`config.mk`:
```
export PLATFORM = sky130hd
export DESIGN_NAME = turret_motion_ctrl
export DESIGN_NICKNAME = d
export VERILOG_FILES = /design/src/rtl/turret_motion_ctrl.sv
export SDC_FILE = /design/constraint.sdc
export NUM_CORES = 1
export LEC_CHECK = 0
export BUFFER_PORTS_ARGS = -buffer_cell sky130_fd_sc_hd__buf_2
export CAP_MARGIN = 20
export CORE_AREA = 8 8 244 246
export CTS_CLUSTER_SIZE = 8
export DETAILED_ROUTE_END_ITERATION = 6
export DIE_AREA = 0 0 252 254
export SLEW_MARGIN = 20
export SYNTH_ARGS = -nofsm -noshare
export SYNTH_HDL_FRONTEND = slang
export SYNTH_SLANG_ARGS = --single-unit
```
`constraint.sdc`:
```
create_clock -name PCLK -period 15.2 [get_ports PCLK]
set_clock_uncertainty 0.1 [all_clocks]
set_input_delay 0.76 -clock PCLK [delete_from_list [all_inputs] [get_ports PCLK]]
set_output_delay 0.76 -clock PCLK [all_outputs]
set_load 0.03 [all_outputs]
```
`src/rtl/turret_motion_ctrl.sv`:
```
// APB3 turret actuator scheduler: slew-limited pan/tilt servo PWM, frame-aligned IR
// fire sequence and a synchronised hit latch that raises FABINT.
module turret_motion_ctrl #(
    parameter int PERIOD_CYCLES = 2000000,
    parameter int WIDTH_MIN     = 100000,
    parameter int WIDTH_MAX     = 200000,
    parameter int IR_HALF       = 1316,
    parameter int FIRE_FRAMES   = 5,
    parameter int COOL_FRAMES   = 50
) (
    input  logic        PCLK,
    input  logic        PRESET,
    input  logic        PSEL,
    input  logic        PENABLE,
    input  logic        PWRITE,
    input  logic [31:0] PADDR,
    input  logic [31:0] PWDATA,
    output logic [31:0] PRDATA,
    output logic        PREADY,
    output logic        PSLVERR,
    input  logic        hit_data,
    output logic        pwm_out1,
    output logic        pwm_out2,
    output logic        pwm_out_IR,
    output logic        FABINT
);

    localparam int CW   = $clog2(PERIOD_CYCLES);
    localparam int FMAX = (FIRE_FRAMES > COOL_FRAMES) ? FIRE_FRAMES : COOL_FRAMES;
    localparam int FW   = $clog2(FMAX + 1);
    localparam int IW   = $clog2(IR_HALF + 1);
    localparam logic [20:0] CENTER   = 21'((WIDTH_MIN + WIDTH_MAX) / 2);
    localparam logic [20:0] STEP_RST = 21'd1000;

    typedef enum logic [1:0] {IDLE, ARM, BURST, COOL} fire_state_t;

    logic [CW-1:0] cnt;
    logic          frame_tick;
    logic [20:0]   target1, target2, cur1, cur2, step;
    logic          irq_en, hit;
    logic          sync1, sync2, sync3, hit_edge;
    logic          wr_en, fire_req, hit_clr;
    logic [2:0]    reg_idx;
    logic          busy, moving1, moving2;

    fire_state_t   state, state_next;
    logic [FW-1:0] frames, frames_next;
    logic [IW-1:0] ir_cnt, ir_cnt_next;
    logic          ir, ir_next;

    logic          unused_addr;

    assign unused_addr = ^{PADDR[31:5], PADDR[1:0]};
    assign reg_idx     = PADDR[4:2];
    assign wr_en       = PSEL & PENABLE & PWRITE;
    assign fire_req    = wr_en && (reg_idx == 3'd3) && PWDATA[0];
    assign hit_clr     = wr_en && (reg_idx == 3'd4) && PWDATA[1];
    assign hit_edge    = sync2 & ~sync3;
    assign frame_tick  = (cnt == CW'(PERIOD_CYCLES - 1));
    assign busy        = (state != IDLE);
    assign moving1     = (cur1 != target1);
    assign moving2     = (cur2 != target2);
    assign PREADY      = 1'b1;
    assign PSLVERR     = 1'b0;
    assign pwm_out_IR  = ir;

    function automatic logic [20:0] clamp_width(input logic [31:0] v);
        if (v < 32'(WIDTH_MIN))
            return 21'(WIDTH_MIN);
        else if (v > 32'(WIDTH_MAX))
            return 21'(WIDTH_MAX);
        else
            return v[20:0];
    endfunction

    // Move at most one step toward the target without overshooting it.
    function automatic logic [20:0] slew(input logic [20:0] cur, input logic [20:0] tgt,
                                         input logic [20:0] stp);
        logic [20:0] diff;
        logic [20:0] delta;
        diff  = (tgt > cur) ? (tgt - cur) : (cur - tgt);
        delta = (stp < diff) ? stp : diff;
        return (tgt > cur) ? (cur + delta) : (cur - delta);
    endfunction

    always_ff @(posedge PCLK) begin
        if (PRESET) begin
            cnt      <= '0;
            pwm_out1 <= 1'b0;
            pwm_out2 <= 1'b0;
        end else begin
            cnt      <= frame_tick ? '0 : cnt + 1'b1;
            pwm_out1 <= (32'(cnt) < 32'(cur1));
            pwm_out2 <= (32'(cnt) < 32'(cur2));
        end
    end

    always_ff @(posedge PCLK) begin
        if (PRESET) begin
            target1 <= CENTER;
            target2 <= CENTER;
            cur1    <= CENTER;
            cur2    <= CENTER;
            step    <= STEP_RST;
            irq_en  <= 1'b0;
        end else begin
            if (frame_tick) begin
                cur1 <= slew(cur1, target1, step);
                cur2 <= slew(cur2, target2, step);
            end
            if (wr_en) begin
                case (reg_idx)
                    3'd0:    target1 <= clamp_width(PWDATA);
                    3'd1:    target2 <= clamp_width(PWDATA);
                    3'd2:    step    <= PWDATA[20:0];
                    3'd3:    irq_en  <= PWDATA[1];
                    default: ;
                endcase
            end
        end
    end

    // A fresh hit edge wins over a simultaneous clear so no event is lost.
    always_ff @(posedge PCLK) begin
        if (PRESET) begin
            sync1  <= 1'b0;
            sync2  <= 1'b0;
            sync3  <= 1'b0;
            hit    <= 1'b0;
            FABINT <= 1'b0;
        end else begin
            sync1  <= hit_data;
            sync2  <= sync1;
            sync3  <= sync2;
            if (hit_edge)
                hit <= 1'b1;
            else if (hit_clr)
                hit <= 1'b0;
            FABINT <= hit & irq_en;
        end
    end

    always_ff @(posedge PCLK) begin
        if (PRESET) begin
            state  <= IDLE;
            frames <= '0;
            ir_cnt <= '0;
            ir     <= 1'b0;
        end else begin
            state  <= state_next;
            frames <= frames_next;
            ir_cnt <= ir_cnt_next;
            ir     <= ir_next;
        end
    end

    always_comb begin
        state_next  = state;
        frames_next = frames;
        ir_cnt_next = ir_cnt;
        ir_next     = ir;
        case (state)
            IDLE: begin
                ir_next = 1'b0;
                if (fire_req)
                    state_next = ARM;
            end
            ARM: begin
                ir_next = 1'b0;
                if (frame_tick) begin
                    state_next  = BURST;
                    frames_next = '0;
                    ir_cnt_next = '0;
                    ir_next     = 1'b1;
                end
            end
            BURST: begin
                if (ir_cnt == IW'(IR_HALF - 1)) begin
                    ir_cnt_next = '0;
                    ir_next     = ~ir;
                end else begin
                    ir_cnt_next = ir_cnt + 1'b1;
                end
                if (frame_tick) begin
                    if (frames == FW'(FIRE_FRAMES - 1)) begin
                        state_next  = COOL;
                        frames_next = '0;
                        ir_next     = 1'b0;
                    end else begin
                        frames_next = frames + 1'b1;
                    end
                end
            end
            COOL: begin
                ir_next = 1'b0;
                if (frame_tick) begin
                    if (frames == FW'(COOL_FRAMES - 1)) begin
                        state_next  = IDLE;
                        frames_next = '0;
                    end else begin
                        frames_next = frames + 1'b1;
                    end
                end
            end
            default: state_next = IDLE;
        endcase
    end

    always_comb begin
        PRDATA = '0;
        if (PSEL && !PWRITE) begin
            case (reg_idx)
                3'd0:    PRDATA = {11'd0, target1};
                3'd1:    PRDATA = {11'd0, target2};
                3'd2:    PRDATA = {11'd0, step};
                3'd3:    PRDATA = {30'd0, irq_en, 1'b0};
                3'd4:    PRDATA = {28'd0, moving2, moving1, hit, busy};
                3'd5:    PRDATA = {11'd0, cur1};
                3'd6:    PRDATA = {11'd0, cur2};
                default: PRDATA = '0;
            endcase
        end
    end

endmodule

```
==> results of run 1 <==
-- how the worst min path moves through the flow --
stage,start,endpoint,slack (ns),depth (start not counted)
2_1_floorplan,sync1,sync2,0.31,1
4_1_cts,sync1,sync2,0.36,1
6_report,sync1,sync2,0.35,1
3_3_place_gp,sync1,sync2,0.32,1
3_5_place_dp,sync1,sync2,0.34,1
5_1_grt,sync1,sync2,0.38,1
-- registers in the layout (all words and copies together) (netlist names) --
| register | count |
|---|---|
| pwm_out1 | 1 |
| cur1 | 21 |
| FABINT | 1 |
| pwm_out2 | 1 |
| pwm_out_IR | 1 |
| step | 21 |
| state | 2 |
| cnt | 21 |
| ir_cnt | 11 |
| cur2 | 21 |
| sync2 | 1 |
| sync3 | 1 |
| hit | 1 |
| irq_en | 1 |
| sync1 | 1 |
| frames | 6 |
| target2 | 21 |
| target1 | 21 |
-- metal layers --
| metal | GRT usage | wire [um] |
|---|---|---|
| met2 | 0.260 | 23600 |
| met1 | 0.233 | 25500 |
| met4 | 0.0422 | 1160 |
| met3 | 0.0518 | 5750 |
| met5 | 0 | 13 |
-- through the flow --
step | instance area, sq um | util | total power, mW | setup WS, ns | hold WS, ns
6_report | 17600 | 0.316 | 1.54 | 4.33 | 0.354
5_1_grt | 17600 | 0.316 | 1.64 | 3.60 | 0.383
4_1_cts | 17600 | 0.316 | 1.54 | 4.54 | 0.357
3_5_place_dp | 17000 | 0.304 | 1.06 | 4.58 | 0.343
3_3_place_gp | 17000 | 0.304 | 1.05 | 4.75 | 0.322
2_1_floorplan | 16000 | - | 0.924 | 5.96 | 0.314
-- cells in the mapped netlist, types with 29 or more instances --
master,instances
clkbuf_1,82
and3_1,29
a21oi_1,189
xor2_1,62
ha_1,212
a21o_1,61
nand3_1,56
inv_1,139
nor2_1,149
a211oi_1,48
nor3_1,33
dfxtp_1,154
xnor2_1,68
mux2i_1,35
o211ai_1,33
o21ai_0,121
nand2_1,268
-- placed cells by master, fill, tap and decap left out, types with 18 or more instances in the layout --
cell      count
nand2_1     268
ha_1        212
a21oi_1     189
dfxtp_1     154
nor2_1      147
inv_1       139
o21ai_0     121
xnor2_1      68
buf_2        65
xor2_1       62
a21o_1       61
nand3_1      56
a211oi_1     48
mux2i_1      35
nor3_1       33
o211ai_1     33
and3_1       29
o21a_1       26
a31oi_1      26
nand4_1      24
or3_1        23
a221oi_1     22
nor2b_1      20
o31ai_1      20
a22oi_1      20
buf_4        19
nand2b_1     18
-- logic make-up after synthesis --
family	after synthesis
buf+inv	261
simple gates	692
compound gates	643
xor+xnor	131
flops	154
mux	48
other cells	2
fa+ha+maj	218
-- where the power goes --
part	switching, mW	total, mW	internal [mW]
Sequential	0.00586	0.413	0.407
Combinational	0.403	0.660	0.257
Clock	0.218	0.471	0.253
Total	0.627	1.54	0.917
-- layout make-up --
cell class / instances / area, sq um
well taps: 756 / 946
inverters: 140 / 526
multi-input cells: 1745 / 11900
repair buffers: 84 / 468
flip-flops and latches: 154 / 3080
diodes: 2 / 5.00
clock buffers: 17 / 425
fillers: 5977 / 38100
clock inverters: 15 / 200
==> flow_metrics.py, run 1 <==
metrics = {
    "clocking": {
        "root_buffer": "clkbuf_16",
        "clk_path_buf_depth": 2,
        "htreeDepth": 4,
        "cts_setup_buffers": 0,
        "clk_pin_slew_ns": 0.07,
        "cts_tree": "yes",
        "cts_resized": 0,
        "clkSinkCount": 154,
        "postCtsHoldBufs": 0,
        "clkLatencyLatePin_ns": 0.46,
        "cts_buffers": 17,
    },
    "setup_path": {
        "crit_path_start": "target2[9]",
        "ff2ff_setup_slack_ns": 4.33,
        "regToRegStartpoint": "target2[9]",
        "critPathCaptureType": "register",
        "path_class": "reg -> reg",
        "critPathSlowestCell": "nor3_1",
        "endpoint": "cur2[20]",
        "slowest_delay_ns": 0.59,
        "startpoint_type": "register",
        "arrival_ns": 11.11,
        "crit_cells": 42,
        "critPathBufInv": 3,
        "crit_required_ns": 15.44,
        "cp_top_family": "simple AND/OR/NAND/NOR gates",
        "rr_worst_depth": 42,
        "path_max_fanout": 39,
        "worstReg2RegEnd": "cur2[20]",
    },
    "yosys": {
        "synthSimpleGateAreaFrac": 0.203,
        "synth_top_area_frac": 0.193,
        "yosys-top-cells-area": "dfxtp_1 (19%), ha_1 (17%), nand2_1 (6.3%), a21oi_1 (5.9%), o21ai_0 (3.8%)",
        "yosysUniqueCellTypes": 80,
        "synth_top_cell_by_area": "dfxtp_1",
        "synth_top_family_by_area": "compound AO/OA/AOI/OAI gates",
        "syn_avg_cell_area_sq_um": 7.44,
        "synth_edf_count": 0,
        "synth_compound_area_frac": 0.260,
        "synth_xor_area_frac": 0.0722,
        "synthFlopType": "dfxtp_1",
        "ys_seq_area_frac": 0.193,
        "muxShareOfSynthArea": 0.0325,
        "synthCells": 2149,
        "yosys_warnings": 0,
        "async_flop_share": 0,
        "synth-seq-cells": 154,
        "syn-cell-area_sq_um": 16000,
        "synth-adder-area-share": 0.173,
    },
    "place": {
        "dpl.cell_count": 2879,
        "gp_congestion": 0.954,
        "dp_hpwl_um": 44300,
        "port-buffer-count": 65,
    },
    "status": {
        "status": "finished clean",
    },
    "layout": {
        "drive_gt1_frac": 0.0729,
        "final_cell_count_no_fill": 2913,
        "syn2layout_area_growth_pct": 10.0,
        "final_nets": 2430,
    },
    "grt": {
        "antenna_found_initial": 4,
        "grt_pass1_vias": 14800,
        "grt_pass1_wl_um": 86000,
        "grt_usage": 0.171,
        "gr-total-overflow": 0,
        "grt_max_degree": 62,
    },
    "routing": {
        "viasPerCell": 5.46,
        "wl_per_cell_um": 19.2,
        "vias": 15900,
        "firstDrtPassIters": 7,
        "drt-total-wl_um": 56000,
        "ant_nets": 0,
        "first_iter_violations": 1698,
        "drc_errors": 0,
    },
    "sta": {
        "tns_ns": 0,
        "setup_viol": 0,
        "relSlewSlack": 0.248,
        "hold_violations": 0,
        "rsz0062_at_grt": "no",
        "slew_viol_final": 0,
        "max_slew.worst_pin.slew_ns": 1.10,
        "layout_min_cycle_time_ns": 10.87,
        "finalCritPeriodShare": 0.715,
        "max_freq_mhz": 92.0,
    },
    "die": {
        "num_rows": 87,
        "coreArea_sq_um": 55700,
        "start_util": 0.287,
        "fp.dieArea_sq_um": 64000,
        "io_pins": 108,
        "die_h_um": 254,
        "die_x_um": 252,
    },
    "job": {
        "drv_cap": 0,
    },
    "power": {
        "p_leak_nw": 7.71,
        "peakVddDrop_uv": 72.5,
        "p_per_area_nw_per_um2": 87.8,
    },
    "hold_path": {
        "hold_class": "reg -> reg",
    },
}
Note: power is estimated with default switching activity, not from simulation.
==> run 2: changes to the inputs <==
==> constraint.sdc (replaced) <==
create_clock -name PCLK -period 10 [get_ports PCLK]
set_clock_uncertainty 0.1 [all_clocks]
set_input_delay 0.5 -clock PCLK [delete_from_list [all_inputs] [get_ports PCLK]]
set_output_delay 0.5 -clock PCLK [all_outputs]
set_load 0.03 [all_outputs]
==> run 2 against run 1 <==
Net effect:
- flip-flop and latch count is the same
- core utilization grew 0.58 points
- largest cell class unchanged
- sequential share of layout area shrank 0.30 points
- highest routed layer unchanged
- power grew 52%
- combinational power grew 58%
- sequential power grew 52%
- global-route usage grew 0.20 points
- via count grew 0.92%
==> flow_metrics.py, run 2 (synthesis gave the netlist of run 1 again) <==
metrics = {
    "status": {
        "status": "finished clean",
    },
    "routing": {
        "drc_errors": 0,
        "wl_per_cell_um": 19.5,
        "first_iter_violations": 1487,
        "firstDrtPassIters": 6,
        "viasPerCell": 5.44,
        "drt-total-wl_um": 57500,
        "vias": 16000,
        "ant_nets": 0,
    },
    "setup_path": {
        "rr_worst_depth": 39,
        "critPathSlowestCell": "fa_1",
        "slowest_delay_ns": 0.46,
        "cp_top_family": "compound AO/OA/AOI/OAI gates",
        "crit_cells": 39,
        "path_class": "reg -> reg",
        "ff2ff_setup_slack_ns": 0.55,
        "endpoint": "cur1[20]",
        "startpoint_type": "register",
        "crit_required_ns": 10.25,
        "regToRegStartpoint": "target1[1]",
        "critPathCaptureType": "register",
        "arrival_ns": 9.70,
        "worstReg2RegEnd": "cur1[20]",
        "path_max_fanout": 15,
        "crit_path_start": "target1[1]",
        "critPathBufInv": 4,
    },
    "clocking": {
        "htreeDepth": 4,
        "clk_path_buf_depth": 2,
        "clk_pin_slew_ns": 0.07,
        "clkSinkCount": 154,
        "cts_tree": "yes",
        "root_buffer": "clkbuf_16",
        "clkLatencyLatePin_ns": 0.46,
        "cts_buffers": 17,
    },
    "power": {
        "p_switching_mw": 0.969,
        "peakVddDrop_uv": 109,
        "switching_share": 0.414,
        "clkPwrFrac": 0.288,
        "p_per_area_nw_per_um2": 131,
        "p_seq_frac": 0.268,
        "internal-power_mw": 1.37,
        "comb_power_share": 0.444,
        "p_leak_nw": 7.90,
    },
    "sta": {
        "relSlewSlack": 0.383,
        "fin_ws_ns": 0.550,
        "max_slew.worst_pin.slew_ns": 0.919,
        "slew_viol_final": 0,
        "finalCritPeriodShare": 0.945,
        "max_freq_mhz": 106,
        "setup_viol": 0,
        "hold_violations": 0,
        "layout_min_cycle_time_ns": 9.45,
    },
    "job": {
        "drv_cap": 0,
    },
    "place": {
        "dp_hpwl_um": 45500,
        "pre_cts_ws_ns": 0.507,
        "gp_congestion": 0.948,
        "port-buffer-count": 65,
    },
    "grt": {
        "grtUsageMet3": 0.0397,
        "grt_pass1_vias": 14900,
        "antenna_found_initial": 6,
        "grt-busiest-layer": "met2",
        "gr-total-overflow": 0,
        "grt_max_degree": 58,
        "use_met2": 0.266,
        "grt_pass1_wl_um": 87200,
        "grt_usage": 0.173,
        "gr-usage-met1": 0.240,
    },
    "hold_path": {
        "hold_class": "in -> reg",
    },
    "layout": {
        "mostFrequentLayoutCell": "nand2_1",
        "final_cell_mix": "nand2_1 (268), ha_1 (212), a21oi_1 (188), dfxtp_1 (152), nor2_1 (147)",
        "drive_gt1_frac": 0.0945,
        "syn2layout_area_growth_pct": 12.0,
        "fin_util": 0.321,
        "final_nets": 2466,
    },
    "die": {
        "fp.dieArea_sq_um": 64000,
        "num_rows": 87,
        "coreArea_sq_um": 55700,
        "die_h_um": 254,
        "io_pins": 108,
        "die_x_um": 252,
        "start_util": 0.287,
    },
}
-- run 2: cell count changes in the layout (fill, tap and decap cells not counted), sizes merged --
| cell | before | now |
|---|---|---|
| buf | 84 | 119 |
| clkinv | 3 | 7 |
| inv | 149 | 147 |
| o31ai | 22 | 23 |
| bufinv | 2 | 0 |
-- run 2: worst min-delay path by stage --
stage | startpoint | end | cells past startpoint
3_3_place_gp | sync1 | sync2 | 1
4_1_cts | hit_data | sync1 | 2
2_1_floorplan | sync1 | sync2 | 1
3_5_place_dp | sync1 | sync2 | 1
5_1_grt | hit_data | sync1 | 2
6_report | hit_data | sync1 | 2
-- run 2: metal layers --
metal / vias to the layer above / share of wire / routed length (um)
met4: 2 / 0.023 / 1340
li1: 7745 / - / -
met5: - / 0.00023 / 13
met1: 7561 / 0.46 / 26600
met3: 83 / 0.085 / 4870
met2: 647 / 0.43 / 24700
-- run 2: cell type report --
cell class / count / area, sq um
inverter: 140 / 526
multi-input combinational: 1746 / 12000
fill: 6008 / 37800
tap: 756 / 946
timing repair buffer: 119 / 743
antenna: 2 / 5.00
clock inverter: 15 / 173
sequential: 154 / 3090
clock buffer: 17 / 425
-- run 2: power groups by stage --
stage          Sequential, mW  Combinational (mW)  Clock (mW)
6_report                0.628                1.04       0.675
5_1_grt                 0.629                1.15       0.710
4_1_cts                 0.628                1.01       0.683
3_5_place_dp            0.642               0.999           0
3_3_place_gp            0.642               0.981           0
2_1_floorplan           0.640               0.764           0
-- run 2: repair_timing --
item	CTS	global route
gates resized for setup	0	17
hold buffers	0	0
endpoints found under the setup margin	0	3
setup buffers	0	2
-- run 2: metrics by stage --
stage	power [mW]	setup TNS (ns)	area [sq um]	hold slack, ns	cells
4_1_cts	2.32	0	17800	0.131	2944
2_1_floorplan	1.40	0	16000	0.314	2160
3_5_place_dp	1.64	0	17200	0.336	2912
6_report	2.34	0	17900	0.147	2949
3_3_place_gp	1.62	0	17200	0.320	2912
5_1_grt	2.49	-0.0699	17900	0.192	2947
==> run 3: changes to the inputs <==
--- a/config.mk
+++ b/config.mk
@@ -11,6 +11,7 @@
 export CTS_CLUSTER_SIZE = 8
 export DETAILED_ROUTE_END_ITERATION = 6
 export DIE_AREA = 0 0 252 254
+export RECOVER_POWER = 50
 export SLEW_MARGIN = 20
 export SYNTH_ARGS = -nofsm -noshare
 export SYNTH_HDL_FRONTEND = slang
==> run 3 against run 2 <==
Net effect:
- the run now ends with DRC, capacitance limit, slew limit left
- combinational power about the same
- critical path depth stayed put
- core utilization is 0.072 points lower
- clock power about the same
- cell count unchanged
- sequential power about the same
- non-clock buffer count is the same
- sequential share of layout area is essentially flat
- flip-flop and latch count did not move
- critical path type unchanged
- critical endpoint unchanged
- largest cell class unchanged
==> flow_metrics.py, run 3 (synthesis gave the netlist of run 1 again) <==
metrics = {
    "sta": {
        "max_freq_mhz": 106,
        "hold_violations": 0,
        "max_slew.worst_pin.slew_ns": 3.25,
        "setup_viol": 0,
        "slew_viol_final": 189,
        "layout_min_cycle_time_ns": 9.43,
        "relSlewSlack": -1.17,
        "finalCritPeriodShare": 0.943,
    },
    "routing": {
        "drt-total-wl_um": 57400,
        "ant_nets": 0,
        "vias": 16000,
        "drc_errors": 3,
        "firstDrtPassIters": 7,
        "first_iter_violations": 1474,
        "wl_per_cell_um": 19.5,
        "viasPerCell": 5.42,
    },
    "clocking": {
        "postCtsHoldBufs": 0,
        "clkLatencyLatePin_ns": 0.46,
        "clk_path_buf_depth": 2,
        "clkSinkCount": 154,
        "htreeDepth": 4,
        "cts_tree": "yes",
        "cts_buffers": 17,
        "clk_pin_slew_ns": 0.07,
        "root_buffer": "clkbuf_16",
    },
    "layout": {
        "fin_util": 0.321,
        "syn2layout_area_growth_pct": 11.8,
        "final_cell_mix": "nand2_1 (268), ha_1 (212), a21oi_1 (188), dfxtp_1 (152), nor2_1 (147)",
        "mostFrequentLayoutCell": "nand2_1",
        "final_area_sq_um": 17900,
        "final_nets": 2466,
        "drive_gt1_frac": 0.0881,
    },
    "power": {
        "clkPwrFrac": 0.288,
        "p_per_area_nw_per_um2": 131,
        "comb_power_share": 0.444,
        "peakVddDrop_uv": 108,
        "p_leak_nw": 7.85,
        "internal-power_mw": 1.37,
        "p_seq_frac": 0.268,
        "p_switching_mw": 0.967,
        "finalPower_mw": 2.34,
        "switching_share": 0.413,
    },
    "die": {
        "num_rows": 87,
        "coreArea_sq_um": 55700,
        "start_util": 0.287,
        "fp.dieArea_sq_um": 64000,
        "die_h_um": 254,
        "die_x_um": 252,
        "io_pins": 108,
    },
    "setup_path": {
        "slowest_delay_ns": 0.46,
        "path_class": "reg -> reg",
        "critPathCaptureType": "register",
        "crit_required_ns": 10.25,
        "cp_top_family": "compound AO/OA/AOI/OAI gates",
        "startpoint_type": "register",
        "critPathSlowestCell": "fa_1",
        "path_max_fanout": 15,
        "arrival_ns": 9.68,
        "critPathBufInv": 4,
    },
    "grt": {
        "gr-total-overflow": 0,
        "grt_pass1_vias": 14900,
        "grt_usage": 0.173,
        "grt_max_degree": 58,
        "grt_pass1_wl_um": 87200,
        "antenna_found_initial": 6,
    },
    "place": {
        "port-buffer-count": 65,
        "dpl_cell_area_sq_um": 17200,
        "gp_congestion": 0.948,
        "dp_hpwl_um": 45500,
    },
    "status": {
        "status": "finished, violations left",
        "violations": "DRC, capacitance limit, slew limit",
    },
    "hold_path": {
        "hold_class": "in -> reg",
    },
    "job": {
        "drv_cap": 4,
    },
}
-- run 3: what timing repair did --
action                     4_1_cts  5_1_grt
resized for setup                0       17
setup endpoints to repair        0        3
setup buffers                    0        2
-- run 3: layer usage --
| metal | track usage | wire [um] | vias up |
|---|---|---|---|
| met5 | 0 | 13 | - |
| met4 | 0.0468 | 1400 | 2 |
| met3 | 0.0397 | 4860 | 90 |
| met2 | 0.266 | 24600 | 598 |
| met1 | 0.240 | 26600 | 7537 |
| li1 | - | - | 7746 |
-- run 3: power by group through the flow --
stage / clock (mW) / combinational (mW) / sequential (mW)
after floorplan: 0 / 0.764 / 0.640
after global placement: 0 / 0.981 / 0.642
after detailed placement: 0 / 0.999 / 0.642
after CTS: 0.683 / 1.01 / 0.628
after global routing: 0.710 / 1.15 / 0.629
final: 0.674 / 1.04 / 0.628
-- run 3: path summary, 6_finish.rpt --
check,start,cells past startpoint,end,slack [ns]
setup reg to reg,target1[3],39,cur1[20],0.57
hold / removal,hit_data,2,sync1,0.15
hold reg to reg,sync1,1,sync2,0.34
setup / recovery,target1[3],39,cur1[20],0.57
-- run 3: area by class of cell --
| cell class | count | area, sq um |
|---|---|---|
| fillers | 6022 | 37900 |
| multi-input cells | 1746 | 12000 |
| flip-flops and latches | 154 | 3090 |
| well taps | 756 | 946 |
| repair buffers | 119 | 709 |
| inverters | 140 | 526 |
| clock buffers | 17 | 425 |
| clock inverters | 15 | 173 |
| diodes | 2 | 5.00 |
-- run 3: per-stage QoR --
stage	TNS [ns]	std cells	hold slack [ns]	setup WS [ns]
6_report	0	2949	0.150	0.570
5_1_grt	-0.0700	2947	0.192	-0.0700
4_1_cts	0	2944	0.131	0.415
3_5_place_dp	0	2912	0.336	0.507
3_3_place_gp	0	2912	0.320	0.577
2_1_floorplan	0	2160	0.314	0.760
